==> config.mk <==
export PLATFORM = sky130hd
export DESIGN_NAME = busperm_sched_flat
export DESIGN_NICKNAME = d
export VERILOG_FILES = /design/src/rtl/busperm_sched_if.sv /design/src/rtl/busperm_sched.sv /design/src/flat_wrapper.sv
export SDC_FILE = /design/constraint.sdc
export NUM_CORES = 1
export LEC_CHECK = 0
export CORE_MARGIN = 2
export CORE_UTILIZATION = 55
export CTS_CLUSTER_DIAMETER = 50
export CTS_CLUSTER_SIZE = 20
export DETAILED_ROUTE_END_ITERATION = 6
export DONT_BUFFER_PORTS = 1
export GPL_TIMING_DRIVEN = 1
export HOLD_SLACK_MARGIN = 0.02
export PLACE_DENSITY = 0.7
export SETUP_SLACK_MARGIN = 0.2
export SYNTH_ARGS = -nofsm -noshare
export SYNTH_HDL_FRONTEND = slang
export SYNTH_SLANG_ARGS = --single-unit
==> constraint.sdc <==
create_clock -name clk -period 4 [get_ports clk]
set_clock_uncertainty 0.2 [all_clocks]
set_input_delay 0.4 -clock clk [delete_from_list [all_inputs] [get_ports clk]]
set_output_delay 0.4 -clock clk [all_outputs]
set_load 0.005 [all_outputs]
==> src/rtl/busperm_sched_if.sv <==
// Input and output beat handshakes for the permutator sequencer.
// slave is the sequencer side, master is the producer/consumer side.
interface busperm_sched_if;
    logic        in_valid;
    logic        in_ready;
    logic [23:0] in_data;
    logic        out_valid;
    logic        out_ready;
    logic [23:0] out_data;

    modport slave (
        input  in_valid, in_data, out_ready,
        output in_ready, out_valid, out_data
    );

    modport master (
        output in_valid, in_data, out_ready,
        input  in_ready, out_valid, out_data
    );
endinterface

==> src/rtl/busperm_sched.sv <==
// Streams beats through an external 8x3-bit permutator, applying table words round-robin.
// One-cycle latency, full throughput; input stalls while the output register is held.
module busperm_sched #(
    parameter int DEPTH = 8,
    parameter int AW    = 3
) (
    input  logic                clk,
    input  logic                rst,
    input  logic                cfg_we,
    input  logic [AW-1:0]       cfg_addr,
    input  logic [15:0]         cfg_data,
    output logic                cfg_err,
    input  logic [AW-1:0]       seq_last,
    input  logic                start,
    input  logic                stop,
    output logic                busy,
    busperm_sched_if.slave      bus,
    output logic [23:0]         perm_din,
    output logic [15:0]         perm_ctrl,
    input  logic [23:0]         perm_dout,
    output logic [15:0]         seq_cnt
);

    typedef enum logic [1:0] {
        IDLE  = 2'd0,
        RUN   = 2'd1,
        DRAIN = 2'd2
    } state_t;

    state_t        state, state_nxt;
    logic [15:0]   tbl [DEPTH];
    logic [AW-1:0] ptr;
    logic [AW-1:0] last;
    logic          out_vld_q;
    logic [23:0]   out_dat_q;
    logic          in_rdy;
    logic          accept;
    logic          out_fire;
    logic          go;

    assign in_rdy    = (state == RUN) && (!out_vld_q || bus.out_ready);
    assign accept    = bus.in_valid && in_rdy;
    assign out_fire  = out_vld_q && bus.out_ready;
    // stop has priority over start when both are seen in IDLE
    assign go        = (state == IDLE) && start && !stop;

    assign bus.in_ready  = in_rdy;
    assign bus.out_valid = out_vld_q;
    assign bus.out_data  = out_dat_q;
    assign perm_din      = bus.in_data;
    assign perm_ctrl     = tbl[ptr];
    assign busy          = (state != IDLE);

    always_comb begin
        state_nxt = state;
        case (state)
            IDLE:    if (go) state_nxt = RUN;
            RUN:     if (stop) state_nxt = DRAIN;
            DRAIN:   if (!out_vld_q || bus.out_ready) state_nxt = IDLE;
            default: state_nxt = IDLE;
        endcase
    end

    always_ff @(posedge clk) begin
        if (rst) begin
            state     <= IDLE;
            ptr       <= '0;
            last      <= '0;
            out_vld_q <= 1'b0;
            out_dat_q <= '0;
            seq_cnt   <= '0;
            cfg_err   <= 1'b0;
            for (int i = 0; i < DEPTH; i++) tbl[i] <= '0;
        end else begin
            state   <= state_nxt;
            cfg_err <= cfg_we && (state != IDLE);
            if (cfg_we && (state == IDLE)) tbl[cfg_addr] <= cfg_data;

            if (go) begin
                ptr     <= '0;
                last    <= seq_last;
                seq_cnt <= '0;
            end

            if (accept) begin
                out_dat_q <= perm_dout;
                out_vld_q <= 1'b1;
                if (ptr == last) begin
                    ptr     <= '0;
                    seq_cnt <= seq_cnt + 16'd1;
                end else begin
                    ptr <= ptr + 1'b1;
                end
            end else if (out_fire) begin
                out_vld_q <= 1'b0;
            end
        end
    end

endmodule
==> src/flat_wrapper.sv <==
// flat-port wrapper written by rule: the top's interface ports become plain ports
module busperm_sched_flat 
#(
    parameter int DEPTH = 8,
    parameter int AW    = 3
)
  (clk, rst, cfg_we, cfg_addr, cfg_data, cfg_err, seq_last, start, stop, busy, perm_din, perm_ctrl, perm_dout, seq_cnt, bus_in_valid, bus_in_data, bus_out_ready, bus_in_ready, bus_out_valid, bus_out_data);
  busperm_sched_if bus_i ();
  input  logic clk;
  input  logic rst;
  input  logic cfg_we;
  input  logic [AW-1:0] cfg_addr;
  input  logic [15:0] cfg_data;
  output logic cfg_err;
  input  logic [AW-1:0] seq_last;
  input  logic start;
  input  logic stop;
  output logic busy;
  output logic [23:0] perm_din;
  output logic [15:0] perm_ctrl;
  input  logic [23:0] perm_dout;
  output logic [15:0] seq_cnt;
  input wire logic [$bits(bus_i.in_valid)-1:0] bus_in_valid;
  input wire logic [$bits(bus_i.in_data)-1:0] bus_in_data;
  input wire logic [$bits(bus_i.out_ready)-1:0] bus_out_ready;
  output wire logic [$bits(bus_i.in_ready)-1:0] bus_in_ready;
  output wire logic [$bits(bus_i.out_valid)-1:0] bus_out_valid;
  output wire logic [$bits(bus_i.out_data)-1:0] bus_out_data;
  assign bus_i.in_valid = bus_in_valid;
  assign bus_i.in_data = bus_in_data;
  assign bus_i.out_ready = bus_out_ready;
  assign bus_in_ready = bus_i.in_ready;
  assign bus_out_valid = bus_i.out_valid;
  assign bus_out_data = bus_i.out_data;
  busperm_sched #(.DEPTH(DEPTH), .AW(AW)) u_core (.clk(clk), .rst(rst), .cfg_we(cfg_we), .cfg_addr(cfg_addr), .cfg_data(cfg_data), .cfg_err(cfg_err), .seq_last(seq_last), .start(start), .stop(stop), .busy(busy), .bus(bus_i), .perm_din(perm_din), .perm_ctrl(perm_ctrl), .perm_dout(perm_dout), .seq_cnt(seq_cnt));
endmodule
==> impl_metrics.yaml, run 1 <==
run_status:
  outcome: "finished, final reports clean"
grt:
  use_met3: 0.0671
  grtUsageMet2: 0.414
  globalRouteMet1Util: 0.296
  grtUsageTotal: 0.245
  grt_overflow: 0
  grt_pass1_wl_um: 29400
  grt_pass1_vias: 5299
  antenna_found_initial: 0
  grt.busiest_layer: "met2"
  grt_max_degree: 51
die:
  die-area_um2: 16000
  core_um2: 14600
  boundaryPins: 161
  start_util: 0.565
  die_width_um: 126
  rows: 44
  die_y_um: 126
yosys:
  syn-cell-area_um2: 8250
  synth_edf_count: 128
  netlist_instances: 639
  synth_compound_area_frac: 0.0458
  synth_xor_area_frac: 0.00319
  ys_types: 49
  synthArstFlopShare: 0
  synth_area_per_cell_um2: 12.9
  synth-simple-area-share: 0.188
  synth_top_family_by_area: "simple AND/OR/NAND/NOR gates"
  synth_seq_cells: 181
  synthAdderAreaFrac: 0.00303
  synth_nets: 718
  yosys-mux-area-fraction: 0.116
  synth_warnings: 0
  yosys_most_used_dff: "edfxtp_1"
  ys_seq_area_frac: 0.595
clock_tree:
  cts_inserted_buffers: 17
  cts.sinks: 181
  h-tree-depth: 4
  clkTransAtPathRegs_ns: 0.07
  cts_root_buf: "clkbuf_16"
  clk_latency_ns: 0.43
  cts_setup_buffers: 0
  clockBufferDepth: 2
  cts_tree: "done"
  cts_hold_buf: 47
  post_cts_resized: 0
sta:
  timing.hold.ws_ns: 0.0682
  finalCriticalPeriod_ns: 2.97
  finalMaxSlewViolations: 0
  setup_tns_ns: 0
  finalHoldViolations: 0
  report.final.setup_viol: 0
  relSlewSlack: 0.146
  rsz0062_at_grt: "false"
  max_freq_ghz: 0.337
  fin_crit_sh: 0.742
  tightest_slew_ns: 1.28
placed_design:
  port_buffers: 0
  dp_hpwl_um: 12300
  gp_congestion: 0.802
pwr:
  pwr_density_cell_nw_per_um2: 442
  ir_drop_v: 0.000356
  p_leak_nw: 3.25
finish:
  num-fill-cells: 996
  nets: 735
  area_growth_pct: 12.6
  layout-drive-gt1-share: 0.166
  antennaDiodeCount: 0
drt:
  viasPerCell: 5.96
  drt_iter0_markers: 313
  drcViolationCount: 0
  wire_per_inst_um: 22.4
  via_count: 5081
  antenna_left: 0
  wl_um: 19100
  dr.pass1.iters: 4
min_path:
  hold_class: "in -> reg"
job:
  drv_cap: 0
setup_path:
  critPathBufInv: 1
  end_kind: "primary output"
  crit_type: "reg -> out"
  max_stage_delay_ns: 0.61
  path_delay_family: "multiplexers"
  critPathRequiredTime_ns: 3.40
  crit_path_max_fanout: 20
  start_kind: "flip-flop"
  cp_cell_sequence: "buf_4, mux4_2, mux2_2"
  crit_arrival_ns: 2.37
  crit_slowest_cell: "dfxtp_2"
-- worst reg2reg max path, cell delays in order, from the launching register on --
cell and delay (ns):
dfxtp_1 0.36, nor4b_2 0.41, nand2_1 0.25, nor3_2 0.63, or2_2 0.49
-- cell families after synthesis --
group	count (synthesis)
AND/OR/NAND/NOR	272
XOR/XNOR	3
multiplexers	53
AO/OA/AOI/OAI	63
adder cells (fa/ha/maj)	2
buffers and inverters	65
flip-flops	181
-- synthesized netlist by cell type (all sizes together), types with 2 or more instances --
| library cell | count | area [um2] |
|---|---|---|
| mux2 | 20 | 225 |
| ha | 2 | 25.0 |
| or2 | 3 | 18.8 |
| a31oi | 2 | 12.5 |
| a21oi | 34 | 170 |
| and3 | 9 | 57.6 |
| mux4 | 32 | 721 |
| edfxtp | 128 | 3840 |
| clkbuf | 28 | 145 |
| xnor2 | 3 | 26.3 |
| nand4 | 7 | 50.1 |
| buf | 34 | 249 |
| nand3 | 12 | 72.6 |
| dfxtp | 53 | 1060 |
| nor4b | 3 | 32.5 |
| nor4 | 6 | 37.5 |
| inv | 3 | 11.3 |
| or3 | 6 | 37.5 |
| nor3 | 3 | 25.0 |
| nand2b | 6 | 37.5 |
| o211ai | 6 | 45.0 |
| and2 | 130 | 813 |
| a21boi | 2 | 15.0 |
| or4 | 6 | 45.0 |
| nand2 | 62 | 233 |
| o21ai | 8 | 40.0 |
| and2b | 2 | 17.5 |
| nor2 | 14 | 52.6 |
| o31ai | 4 | 30.0 |
-- path summary, 6_finish.rpt --
kind,from,endpoint,slack [ns],cells after the start
max,flip-flop,perm_ctrl[5],1.03,3
max reg2reg,u_core.state[1]$_SDFFE_PP0P_,u_core.tbl[1][3]$_SDFFCE_PN0P_,1.31,4
min reg2reg,u_core.last[1]$_SDFFE_PP0P_,u_core.last[1]$_SDFFE_PP0P_,0.28,2
min,rst,u_core.state[1]$_SDFFE_PP0P_,0.07,2
-- cells in the final DEF, fill, tap and decap left out, types with 6 or more instances in the layout --
cell,synthesis,final
or3_1,6,6
buf_4,25,13
clkbuf_16,0,17
dlygate4sd3_1,0,46
dfxtp_1,53,52
edfxtp_1,128,128
nand4_1,6,6
or4_1,6,6
o21ai_1,0,6
nand2b_1,6,6
a21oi_1,34,34
mux2_2,20,20
and3_1,8,8
nand3_1,11,11
nor2_1,14,14
nor4_1,6,6
and2_1,130,130
o211ai_1,6,6
nand2_1,62,62
mux4_2,32,32
-- flip-flops by register name, indices dropped and copies added (netlist names), named ones only --
name                  cells
u_core.state              2
u_core.seq_cnt           16
u_core.cfg_err            1
u_core.bus.out_valid      1
u_core.last               3
u_core.bus.out_data      24
u_core.ptr                3
u_core.tbl              128
-- metrics by stage --
step                      total power [W]  area, um2   util  std cells  setup WS [ns]
after floorplan                   0.00228       8250      -        639           1.22
after global placement            0.00230       8180  0.561        774           1.35
after detailed placement          0.00230       8180  0.561        774           1.23
after CTS                         0.00412       9290  0.637        853          0.981
after global routing              0.00421       9290  0.637        853          0.871
final                             0.00410       9290  0.637        853           1.03
-- power breakdown --
| group | leakage [nW] | switching [W] | total [W] | internal (W) |
|---|---|---|---|---|
| sequential | 1.73 | 0.0000324 | 0.00211 | 0.00208 |
| combinational | 1.22 | 0.000125 | 0.000217 | 0.0000918 |
| clock | 0.304 | 0.000729 | 0.00178 | 0.00105 |
| total | 3.25 | 0.000886 | 0.00410 | 0.00322 |
-- metal layers --
metal / up-vias / routed length, um
li1: 2326 / -
met1: 2513 / 7630
met2: 195 / 9780
met3: 47 / 1180
met4: 0 / 481
met5: - / 0
-- cell type report --
type | count | area (um2) | share of cell area
flip-flops and latches | 181 | 4910 | 0.528
multi-input cells | 393 | 2940 | 0.316
repair buffers | 60 | 578 | 0.0622
clock buffers | 17 | 425 | 0.0458
well taps | 184 | 230 | 0.0248
clock inverters | 15 | 199 | 0.0214
inverters | 3 | 11.3 | 0.00121
Power figures use the tool's default switching activity.
==> inputs of run 2 (changes only) <==
PLACE_DENSITY = 0.73   (was 0.7)
clock period = 2.4 ns   (was 4 ns; I/O delays follow)
==> run 2 against run 1 <==
Compared with the run above:
- cell count increased by 2.2%
- via count rose by 1.7%
- count of clock-buffer cells in the layout grew 6
- critical endpoint is now perm_ctrl[6]
- die area is the same
- critical path depth is the same
- worst setup slack got worse by 0.94 ns
==> impl_metrics.yaml, run 2 (synthesis results as in run 1) <==
setup_path:
  critPathRequiredTime_ns: 1.96
  end_kind: "primary output"
  crit_arrival_ns: 1.87
  rr_worst_depth: 4
  r2r_slack_ns: 0.35
  crit_slowest_cell: "mux4_2"
  crit_type: "reg -> out"
  path_delay_family: "multiplexers"
  start_kind: "flip-flop"
  r2r_start: "u_core.state[1]$_SDFFE_PP0P_"
  crit_path_max_fanout: 8
  cp_cell_sequence: "clkbuf_16, mux4_2, mux2_2"
  max_stage_delay_ns: 0.49
  critPathBufInv: 1
  timing.rr.end: "u_core.tbl[6][0]$_SDFFCE_PN0P_"
finish:
  num-fill-cells: 1019
  layout-drive-gt1-share: 0.179
  regMostFlops: "u_core.tbl"
  stdcell_area_um2: 9550
  multi_input_area_um2: 2990
  nets: 754
  seqCellArea_um2: 4910
  fin_cells: 872
  area_growth_pct: 15.7
  largest_reg_flops: 128
  antennaDiodeCount: 0
  final_common_cell: "and2_1"
  most-common-layout-cells: "and2_1 (130), edfxtp_1 (128), nand2_1 (62)"
drt:
  viasPerCell: 5.92
  drcViolationCount: 0
  wire_per_inst_um: 21.0
  antenna_left: 0
  drt_iter0_markers: 359
  dr.pass1.iters: 5
  via_count: 5166
  wl_um: 18400
clock_tree:
  cts_root_buf: "clkbuf_16"
  clockBufferDepth: 2
  cts_setup_buffers: 0
  cts.sinks: 181
  clk_latency_ns: 0.43
  cts_inserted_buffers: 17
  clkTransAtPathRegs_ns: 0.06
  cts_tree: "done"
  h-tree-depth: 4
placed_design:
  placed_area_um2: 8280
  port_buffers: 0
  dpl.cell_count: 787
  gp_congestion: 0.840
  dp_hpwl_um: 11300
die:
  core_um2: 14600
  die_width_um: 126
  rows: 44
  die-area_um2: 16000
  die_y_um: 126
  start_util: 0.565
  boundaryPins: 161
grt:
  antenna_found_initial: 0
  grtUsageTotal: 0.238
  grt_overflow: 0
  grt_pass1_wl_um: 29200
  grt_max_degree: 50
  grt_pass1_vias: 5381
job:
  drv_cap: 0
sta:
  tightest_slew_ns: 0.520
  timing.hold.ws_ns: 0.0339
  report.final.setup_viol: 0
  relSlewSlack: 0.654
  max_freq_ghz: 0.433
  setup_tns_ns: 0
  finalHoldViolations: 0
  finalCriticalPeriod_ns: 2.31
  rsz0062_at_grt: "true"
  finalMaxSlewViolations: 0
  fin_crit_sh: 0.963
run_status:
  outcome: "finished, final reports clean"
min_path:
  whs_endpoint: "u_core.tbl[1][0]$_SDFFCE_PN0P_"
  min_from: "rst"
  hold_path_depth: 1
  hold_class: "in -> reg"
pwr:
  pwr_density_cell_nw_per_um2: 709
  power_w: 0.00677
  ir_drop_v: 0.000642
  p_leak_nw: 3.40
==> run 2: worst max-delay path by stage <==
| stage | from | end | cells past startpoint |
|---|---|---|---|
| final | flip-flop | perm_ctrl[6] | 3 |
| after global routing | flip-flop | perm_ctrl[6] | 3 |
| after CTS | flip-flop | perm_ctrl[8] | 3 |
| after detailed placement | u_core.state[1]$_SDFFE_PP0P_ | u_core.tbl[0][14]$_SDFFCE_PN0P_ | 4 |
| after global placement | u_core.state[1]$_SDFFE_PP0P_ | u_core.tbl[0][14]$_SDFFCE_PN0P_ | 4 |
| after floorplan | u_core.state[1]$_SDFFE_PP0P_ | u_core.tbl[4][0]$_SDFFCE_PN0P_ | 3 |
==> run 2: timing repair <==
| item | 4_1_cts | 5_1_grt |
|---|---|---|
| gates cloned | 0 | 2 |
| setup endpoints to repair | 16 | 44 |
| hold buffers | 51 | 0 |
| hold endpoints to repair | 180 | 0 |
| resized for setup | 7 | 15 |
==> run 2: layout make-up <==
type | count | area share
inverter | 3 | 0.00118
clock buffer | 23 | 0.0524
sequential | 181 | 0.514
clock inverter | 9 | 0.0118
multi-input combinational | 393 | 0.313
timing repair buffer | 79 | 0.0832
tap | 184 | 0.0241
==> run 2: report_power, final <==
| part | internal, W | total, W | switching, W |
|---|---|---|---|
| Combinational | 0.000175 | 0.000389 | 0.000214 |
| Sequential | 0.00346 | 0.00350 | 0.0000453 |
| Clock | 0.00170 | 0.00288 | 0.00118 |
| Total | 0.00533 | 0.00677 | 0.00144 |
==> run 2: stage by stage <==
step           worst slack [ns]  utilization
2_1_floorplan             0.184            -
3_3_place_gp              0.378        0.568
3_5_place_dp              0.359        0.568
4_1_cts                  0.0587        0.647
5_1_grt                  0.0431        0.654
6_report                 0.0887        0.654
==> run 2: routing by layer <==
layer	track usage	share of wire	wire (um)	vias to the layer above
met3	0.0671	0.066	1220	36
li1	-	-	-	2375
met5	0	0	0	-
met2	0.411	0.52	9630	197
met1	0.288	0.39	7170	2558
met4	0.0847	0.018	332	0
